===== src/rtl/mux_rr_arbiter_if.sv =====
// Bundle for the shared 4:1 mux: requests and data inputs in,
// registered grant/select/busy and muxed data out.
interface mux_rr_arbiter_if #(
  parameter int WIDTH = 1
);
  logic [3:0]       req;
  logic [WIDTH-1:0] data_a;
  logic [WIDTH-1:0] data_b;
  logic [WIDTH-1:0] data_c;
  logic [WIDTH-1:0] data_d;
  logic [3:0]       gnt;
  logic [1:0]       sel;
  logic             busy;
  logic [WIDTH-1:0] data_out;

  modport master (
    output req, data_a, data_b, data_c, data_d,
    input  gnt, sel, busy, data_out
  );

  modport slave (
    input  req, data_a, data_b, data_c, data_d,
    output gnt, sel, busy, data_out
  );
endinterface


===== src/rtl/mux_rr_arbiter.sv =====
// Round-robin arbiter for the shared 4:1 data mux, with grant bursts
// bounded to MAX_HOLD cycles while other requesters are waiting.
//
// state | meaning
// IDLE  | no owner; gnt=0, busy=0, sel keeps last owner
// GRANT | owner = sel; hold_cnt counts cycles of the current burst
module mux_rr_arbiter #(
  parameter int WIDTH    = 1,
  parameter int MAX_HOLD = 4
) (
  input logic            clk,
  input logic            rst_n,
  mux_rr_arbiter_if.slave bus
);
  localparam logic [0:0] IDLE  = 1'b0;
  localparam logic [0:0] GRANT = 1'b1;

  localparam int          HW       = (MAX_HOLD > 1) ? $clog2(MAX_HOLD) : 1;
  localparam logic [HW-1:0] HOLD_TOP = HW'(MAX_HOLD - 1);

  logic [0:0]    state_q, state_d;
  logic [3:0]    gnt_q, gnt_d;
  logic [1:0]    sel_q, sel_d;
  logic          busy_q, busy_d;
  logic [HW-1:0] hold_q, hold_d;
  logic [1:0]    last_q, last_d;

  logic          take;
  logic [3:0]    cand;
  logic [3:0]    others;
  logic [1:0]    win;

  // Search order base+1, base+2, base+3, base; the first set bit wins.
  function automatic logic [1:0] rr_pick(input logic [3:0] r, input logic [1:0] base);
    logic [1:0] idx;
    logic [1:0] w;
    logic       found;
    w     = base;
    found = 1'b0;
    for (int i = 1; i <= 4; i++) begin
      idx = base + 2'(i);
      if (!found && r[idx]) begin
        w     = idx;
        found = 1'b1;
      end
    end
    return w;
  endfunction

  assign others = bus.req & ~(4'b0001 << sel_q);
  assign win    = rr_pick(cand, last_q);

  always_comb begin
    state_d = state_q;
    gnt_d   = gnt_q;
    sel_d   = sel_q;
    busy_d  = busy_q;
    hold_d  = hold_q;
    last_d  = last_q;
    take    = 1'b0;
    cand    = 4'b0000;

    if (state_q == IDLE) begin
      if (|bus.req) begin
        take = 1'b1;
        cand = bus.req;
      end
    end else if (!bus.req[sel_q]) begin
      if (|others) begin
        take = 1'b1;
        cand = others;
      end else begin
        state_d = IDLE;
        gnt_d   = 4'b0000;
        busy_d  = 1'b0;
        hold_d  = '0;
      end
    end else if (hold_q == HOLD_TOP) begin
      // Burst limit reached: hand over if anyone waits, else restart the count.
      if (|others) begin
        take = 1'b1;
        cand = others;
      end else begin
        hold_d = '0;
      end
    end else begin
      hold_d = hold_q + HW'(1);
    end

    if (take) begin
      state_d = GRANT;
      gnt_d   = 4'b0001 << win;
      sel_d   = win;
      busy_d  = 1'b1;
      last_d  = win;
      hold_d  = '0;
    end
  end

  always_ff @(posedge clk) begin
    if (!rst_n) begin
      state_q <= IDLE;
      gnt_q   <= 4'b0000;
      sel_q   <= 2'b00;
      busy_q  <= 1'b0;
      hold_q  <= '0;
      last_q  <= 2'd3;
    end else begin
      state_q <= state_d;
      gnt_q   <= gnt_d;
      sel_q   <= sel_d;
      busy_q  <= busy_d;
      hold_q  <= hold_d;
      last_q  <= last_d;
    end
  end

  logic [WIDTH-1:0] mux_out;

  always_comb begin
    mux_out = '0;
    case (sel_q)
      2'b00:   mux_out = bus.data_a;
      2'b01:   mux_out = bus.data_b;
      2'b10:   mux_out = bus.data_c;
      default: mux_out = bus.data_d;
    endcase
  end

  assign bus.gnt      = gnt_q;
  assign bus.sel      = sel_q;
  assign bus.busy     = busy_q;
  assign bus.data_out = busy_q ? mux_out : '0;
endmodule


===== src/flat_wrapper.sv =====
// flat-port wrapper written by rule: the top's interface ports become plain ports
module mux_rr_arbiter_flat 
#(
  parameter int WIDTH    = 1,
  parameter int MAX_HOLD = 4
)
  (clk, rst_n, bus_req, bus_data_a, bus_data_b, bus_data_c, bus_data_d, bus_gnt, bus_sel, bus_busy, bus_data_out);
  mux_rr_arbiter_if #(.WIDTH(WIDTH)) bus_i ();
  input logic clk;
  input logic rst_n;
  input wire logic [$bits(bus_i.req)-1:0] bus_req;
  input wire logic [$bits(bus_i.data_a)-1:0] bus_data_a;
  input wire logic [$bits(bus_i.data_b)-1:0] bus_data_b;
  input wire logic [$bits(bus_i.data_c)-1:0] bus_data_c;
  input wire logic [$bits(bus_i.data_d)-1:0] bus_data_d;
  output wire logic [$bits(bus_i.gnt)-1:0] bus_gnt;
  output wire logic [$bits(bus_i.sel)-1:0] bus_sel;
  output wire logic [$bits(bus_i.busy)-1:0] bus_busy;
  output wire logic [$bits(bus_i.data_out)-1:0] bus_data_out;
  assign bus_i.req = bus_req;
  assign bus_i.data_a = bus_data_a;
  assign bus_i.data_b = bus_data_b;
  assign bus_i.data_c = bus_data_c;
  assign bus_i.data_d = bus_data_d;
  assign bus_gnt = bus_i.gnt;
  assign bus_sel = bus_i.sel;
  assign bus_busy = bus_i.busy;
  assign bus_data_out = bus_i.data_out;
  mux_rr_arbiter #(.WIDTH(WIDTH), .MAX_HOLD(MAX_HOLD)) u_core (.clk(clk), .rst_n(rst_n), .bus(bus_i));
endmodule

===== config.mk =====
export PLATFORM = sky130hd
export DESIGN_NAME = mux_rr_arbiter_flat
export DESIGN_NICKNAME = d
export VERILOG_FILES = /design/src/rtl/mux_rr_arbiter_if.sv /design/src/rtl/mux_rr_arbiter.sv /design/src/flat_wrapper.sv
export SDC_FILE = /design/constraint.sdc
export NUM_CORES = 1
export LEC_CHECK = 0
export ABC_AREA = 1
export CAP_MARGIN = 20
export CORE_MARGIN = 5
export CORE_UTILIZATION = 32
export CTS_CLUSTER_DIAMETER = 60
export DETAILED_ROUTE_END_ITERATION = 10
export PLACE_DENSITY = 0.54
export SETUP_SLACK_MARGIN = 0.4
export SYNTH_ARGS = -nofsm -noshare
export SYNTH_HDL_FRONTEND = slang
export SYNTH_SLANG_ARGS = --single-unit

===== constraint.sdc =====
create_clock -name clk -period 2.1 [get_ports clk]
set_clock_uncertainty 0.2 [all_clocks]
set_input_delay 0.315 -clock clk [delete_from_list [all_inputs] [get_ports clk]]
set_output_delay 0.315 -clock clk [all_outputs]
set_load 0.03 [all_outputs]

# Word-level counts from Yosys, hierarchy flattened
# Index checks and enable logic that the tools add are counted.
classes:
  n_addsub: 4
  magnitude_cmp: 5
  n_eq_ne: 5
  n_shift: 2
  n_mux: 43
  bitwise_logic: 3
  n_reduce_logical: 12
ops:
  columns: ["op", "count"]
  rows:
  - ["$mux 4", 9]
  - ["$mux 1", 21]
  - ["$lt 2x3->1 const B", 5]
  - ["$mux 2", 7]
  - ["$bmux 1 s2", 5]
  - ["$reduce_or 4->1", 2]
  - ["$shl 1x2->4 const A", 2]
  - ["$add 2x1->2 const B", 2]
  - ["$add 2x2->2 const B", 2]
  - ["$and 4x4->4", 1]
  - ["$eq 2x2->1 const B", 2]
  - ["$ne 2x1->1 const B", 2]
  - ["$not 4->4", 1]
  - ["$logic_and 1x1->1", 3]
  - ["$logic_not 1->1", 3]
  - ["$pmux 1 s3", 1]
  - ["$reduce_and 3->1", 1]
  - ["$eq 2x1->1 const B", 1]
  - ["$logic_not 2->1", 1]
  - ["$reduce_bool 2->1", 1]
  - ["$reduce_or 2->1", 1]
  - ["$not 1->1", 1]
totals:
  reg_bits: 12
  word_cells: 80

# Logic depth before layout (Yosys ltp)
logic_depth:
  ltp_word: 22
  mapped_depth: 18
  mapped_depth_nobuf: 18

# Worst setup path after synthesis
# No wires, ideal clock.
synth_path:
  path_type: "register to register"
  startpoint: "reg u_core.sel_q[0] (netlist: u_core.bus.sel[0])"
  endpoint: "reg u_core.gnt_q[1] (netlist: u_core.bus.gnt[1])"
  setup_time_ns: 0.117
  t_arrival_ns: 1.787
  t_required_ns: 1.783
  slack_ns: -0.004
  stages_incl_launch_ff: 18
  path_buffers: 0
  period_less_slack_ns: 2.104
  cell_sequence: "dfxtp_1 inv_2 nand2_1 nand2_1 nand2_2 nand3_4 nand2_2 nand3_2 nand2_2 nand2_4 nand2_4 nand4_1 nand2_1 nand2_2 nand2_2 nor2_1 nor2_1 nor2_1"
synth_between:
  elab_chain_cells: 22
synth_rtl:
  columns: ["element", "line_no", "text"]
  rows:
  - ["start, declared", "mux_rr_arbiter.sv:23", "logic [1:0] sel_q, sel_d;"]
  - ["start signal, assigned", "mux_rr_arbiter.sv:111", "sel_q <= sel_d;"]
  - ["$shl 1x2->4", "mux_rr_arbiter.sv:50", "assign others = bus.req & ~(4'b0001 << sel_q);"]
  - ["$not 4->4", "mux_rr_arbiter.sv:50", null]
  - ["$and 4x4->4", "mux_rr_arbiter.sv:50", null]
  - ["$reduce_or 4->1", "mux_rr_arbiter.sv:69, mux_rr_arbiter.sv:80", null]
  - ["$mux 4", "mux_rr_arbiter.sv:69, mux_rr_arbiter.sv:80", null]
  - ["$mux 4", "mux_rr_arbiter.sv:78", "end else if (hold_q == HOLD_TOP) begin"]
  - ["$mux 4", "mux_rr_arbiter.sv:68", "end else if (!bus.req[sel_q]) begin"]
  - ["$mux 4", "mux_rr_arbiter.sv:63", "if (state_q == IDLE) begin"]
  - ["(+6 left out)", null, null]
  - ["$logic_not 1->1", "mux_rr_arbiter.sv:42", "if (!found && r[idx]) begin"]
  - ["$logic_and 1x1->1", "mux_rr_arbiter.sv:42", null]
  - ["$mux 1", "mux_rr_arbiter.sv:42", null]
  - ["$logic_not 1->1", "mux_rr_arbiter.sv:42", null]
  - ["$logic_and 1x1->1", "mux_rr_arbiter.sv:42", null]
  - ["$mux 2", "mux_rr_arbiter.sv:42", null]
  - ["$shl 1x2->4", "mux_rr_arbiter.sv:92", "gnt_d = 4'b0001 << win;"]
  - ["$mux 4", "mux_rr_arbiter.sv:90", "if (take) begin"]
  - ["end signal, assigned", "mux_rr_arbiter.sv:110", "gnt_q <= gnt_d;"]
  - ["end, declared", "mux_rr_arbiter.sv:22", "logic [3:0] gnt_q, gnt_d;"]
# Parallel ways exist; a longest one is shown, timed or not. The select of a mux whose other input is x is not followed.
# A chain may end at the register's enable or synchronous reset.

# Worst setup path in the final report
layout_path:
  startpoint: "reg u_core.sel_q[0] (netlist: u_core.bus.sel[0])"
  endpoint: "reg u_core.gnt_q[3] (netlist: u_core.bus.gnt[3])"
# Same word-level chain as after synthesis.

==> metrics.txt <==
vias in the first global route=1007; largest net degree at the start of global routing=9; diode count=0; R2R Setup Slk=-40 ps; CP Launch Type=register; Register Area=248 µm²; Final Hold Viols=0; max cap viols=0; post-synthesis cell type count=22; post-synthesis register bit count=12; Initial DRC Count=65; dpl ws=-374 ps; worst hold slack=271 ps; proportion of synthesized area in mux cells=0%; GR Util All Layers=12.3%; Worst Hold Class=reg2reg; CTS root buffer=clkbuf_4; gp weighted congestion=0.856; crit end category=register; main combinational cell family by area after synthesis=simple AND/OR/NAND/NOR gates; Synth Instances=139; Post-synth EDFFs=0; number of port buffers=17; total gr overflow=0; clk buf depth=2; initial core utilization=33.9%; met3 track demand over resource=1.23%; worst setup margin=-38.2 ps; Worst Max-Slew Pin Slew=422 ps; Worst Reg-to-Reg Cells=15; top-count cell post-synth=nand2_1; HPWL after detailed placement=1910 µm; synth cell count leaders=nand2_1 (33), nand2_2 (17), inv_1 (16), nand3_1 (16), dfxtp_1 (12); post-synth top area share=25.5%; Synth Area in Compound Gates=9.55%; Avg Cell Area, Syn=6.79 µm²; Pleak=0.697 nW; die footprint=4130 µm²; Synth Area in Simple Gates=52.4%; Final setup viols=6; TritonCTS clock tree=done; end of the critical path=u_core.bus.gnt[3]; failing checks=negative setup slack; via total after detailed routing=1031; area of the core=2780 µm²; ys flop type=dfxtp_1; Die Height=64.3 µm; reg2reg end=u_core.bus.gnt[3]; reg2reg start=u_core.bus.sel[0]; Req. time, crit path=2120 ps; Cell Pwr Density=1550 nW/µm²; Synth warnings=0; clk sink count=12; crit path launch=u_core.bus.sel[0]; Pre-Repair DR Iteration Count=4; Area contributors post-synth=dfxtp_1 (25%), nand2_1 (13%), nand2_2 (11%); Final min period=2140 ps; vias per cell=5.00; Post-route DRC=0; RSZ-0062 raised after global routing=yes; Fmax=468 MHz; first-pass GRT wire length=4170 µm; Area Overhead vs Synth=47.1%; max-slew violations=0; crit path max fanout=6; status=finished, violations left; post-synth top area cell=dfxtp_1; arrival time at the worst endpoint=2160 ps; layout cells sized above 1=39.4%; Synth async-reset ratio=0%; row count=19; # IOs=18; clock latency on the worst-skew pair=280 ps; syn nets=150; Filler cells=287; normalized max-slew margin=71.6%; crit path kind=reg2reg; clock slew at reported path FFs=80 ps; VDD IR max=1.07 mV; busiest grt layer=met2; initial antenna violation count=0; post-synthesis xor/xnor area fraction=2.92%; final WL=2620 µm; M2 GR Usage=20.6%; met1 usage in global routing=15.8%; WL/cell=12.7 µm; adder-cell share of the synthesized area=1.33%; cell area after synthesis=943 µm²; Die W=64.3 µm; CTS H-tree depth=1; final layout net count=187; register area share after synthesis=25.5%; CTS Buf Count=3; Routed Antenna Nets=0; Final period util=102%; area occupied by multi-input gates=722 µm²
==> cell families (layout without fill, tap and decap cells) <==
group,count (synthesis),after routing
fa+ha+maj,1,1
xor+xnor,1,1
simple gates,92,92
buf+inv,19,55
flops,12,12
compound gates,14,14
==> metal layers <==
| metal | routed length, µm | vias up |
|---|---|---|
| met2 | 1280 | 24 |
| met4 | 55 | 0 |
| met3 | 79 | 7 |
| li1 | - | 526 |
| met5 | 0 | - |
| met1 | 1210 | 474 |
==> worst max-delay path, stage by stage (launching register included) <==
cell and delay, ps:
dfxtp_4 400, inv_4 60, buf_4 130, a21oi_1 310
nand2_4 90, nand3_1 70, nand2_1 100, nand2_4 80
nand2_2 70, nand3_2 90, nand2_2 60, nand2_2 110
nand2_4 80, inv_1 60, nand2_1 60, a21oi_2 110
==> what timing repair did <==
item	CTS	global route
setup buffers	4	2
gates resized for setup	16	24
gates cloned	0	0
setup endpoints to repair	19	13
pin swaps	12	16
hold buffers	0	0
==> stage by stage <==
stage | util, % | TNS (ps) | area (µm²) | std cells | total power, mW
after floorplan | - | 0 | 953 | 139 | 1.31
after global placement | 44.0 | -2050 | 1220 | 196 | 1.60
after detailed placement | 44.0 | -2600 | 1220 | 196 | 1.61
after CTS | 45.9 | 0 | 1280 | 204 | 1.83
after global routing | 49.9 | -994 | 1390 | 206 | 2.32
final | 49.9 | -170 | 1390 | 206 | 2.15
==> cell usage in the layout, fill, tap and decap left out, drive strengths merged <==
cell           instances
clkdlybuf4s50          5
nand2                 53
o41ai                  1
o211ai                 1
a21oi                  6
a311oi                 1
ha                     1
buf                   17
clkbuf                 3
nor2                  12
dlygate4sd2           10
clkinv                 1
inv                   18
a21boi                 1
xor2                   1
o21ai                  4
dfxtp                 12
nand3                 23
nand4                  4
clkdlybuf4s15          1
==> report_power, final <==
group	internal, mW	switching (mW)
Sequential	0.291	0.0658
Combinational	0.652	0.984
Clock	0.0691	0.0836
Total	1.01	1.13
==> area by class of cell <==
| type | instances | share of cell area [%] |
|---|---|---|
| Inverter | 18 | 5.05 |
| Clock buffer | 3 | 1.62 |
| Multi-Input combinational cell | 108 | 52.0 |
| Sequential cell | 12 | 17.9 |
| Clock inverter | 1 | 0.271 |
| Tap cell | 31 | 2.80 |
| Timing Repair Buffer | 33 | 20.4 |
==> flip-flops by register name, indices dropped and copies added, names as in the netlist <==
register / count
u_core.bus.busy: 1
u_core.bus.gnt: 4
u_core.bus.sel: 2
u_core.hold_q: 2
u_core.last_q: 2
u_core.state_q: 1
==> worst min-delay path by stage <==
| stage | start | to | slack, ps | depth (start not counted) |
|---|---|---|---|---|
| global placement | u_core.hold_q[1] | u_core.hold_q[1] | 250 | 2 |
| finish | u_core.hold_q[1] | u_core.hold_q[1] | 270 | 2 |
| floorplan | rst_n | u_core.last_q[1] | 200 | 1 |
| CTS | u_core.bus.gnt[0] | u_core.bus.gnt[0] | 270 | 2 |
| detailed placement | u_core.hold_q[1] | u_core.hold_q[1] | 260 | 2 |
| global route | u_core.hold_q[1] | u_core.hold_q[1] | 310 | 2 |
No activity file was read; power rests on OpenSTA's default activity.
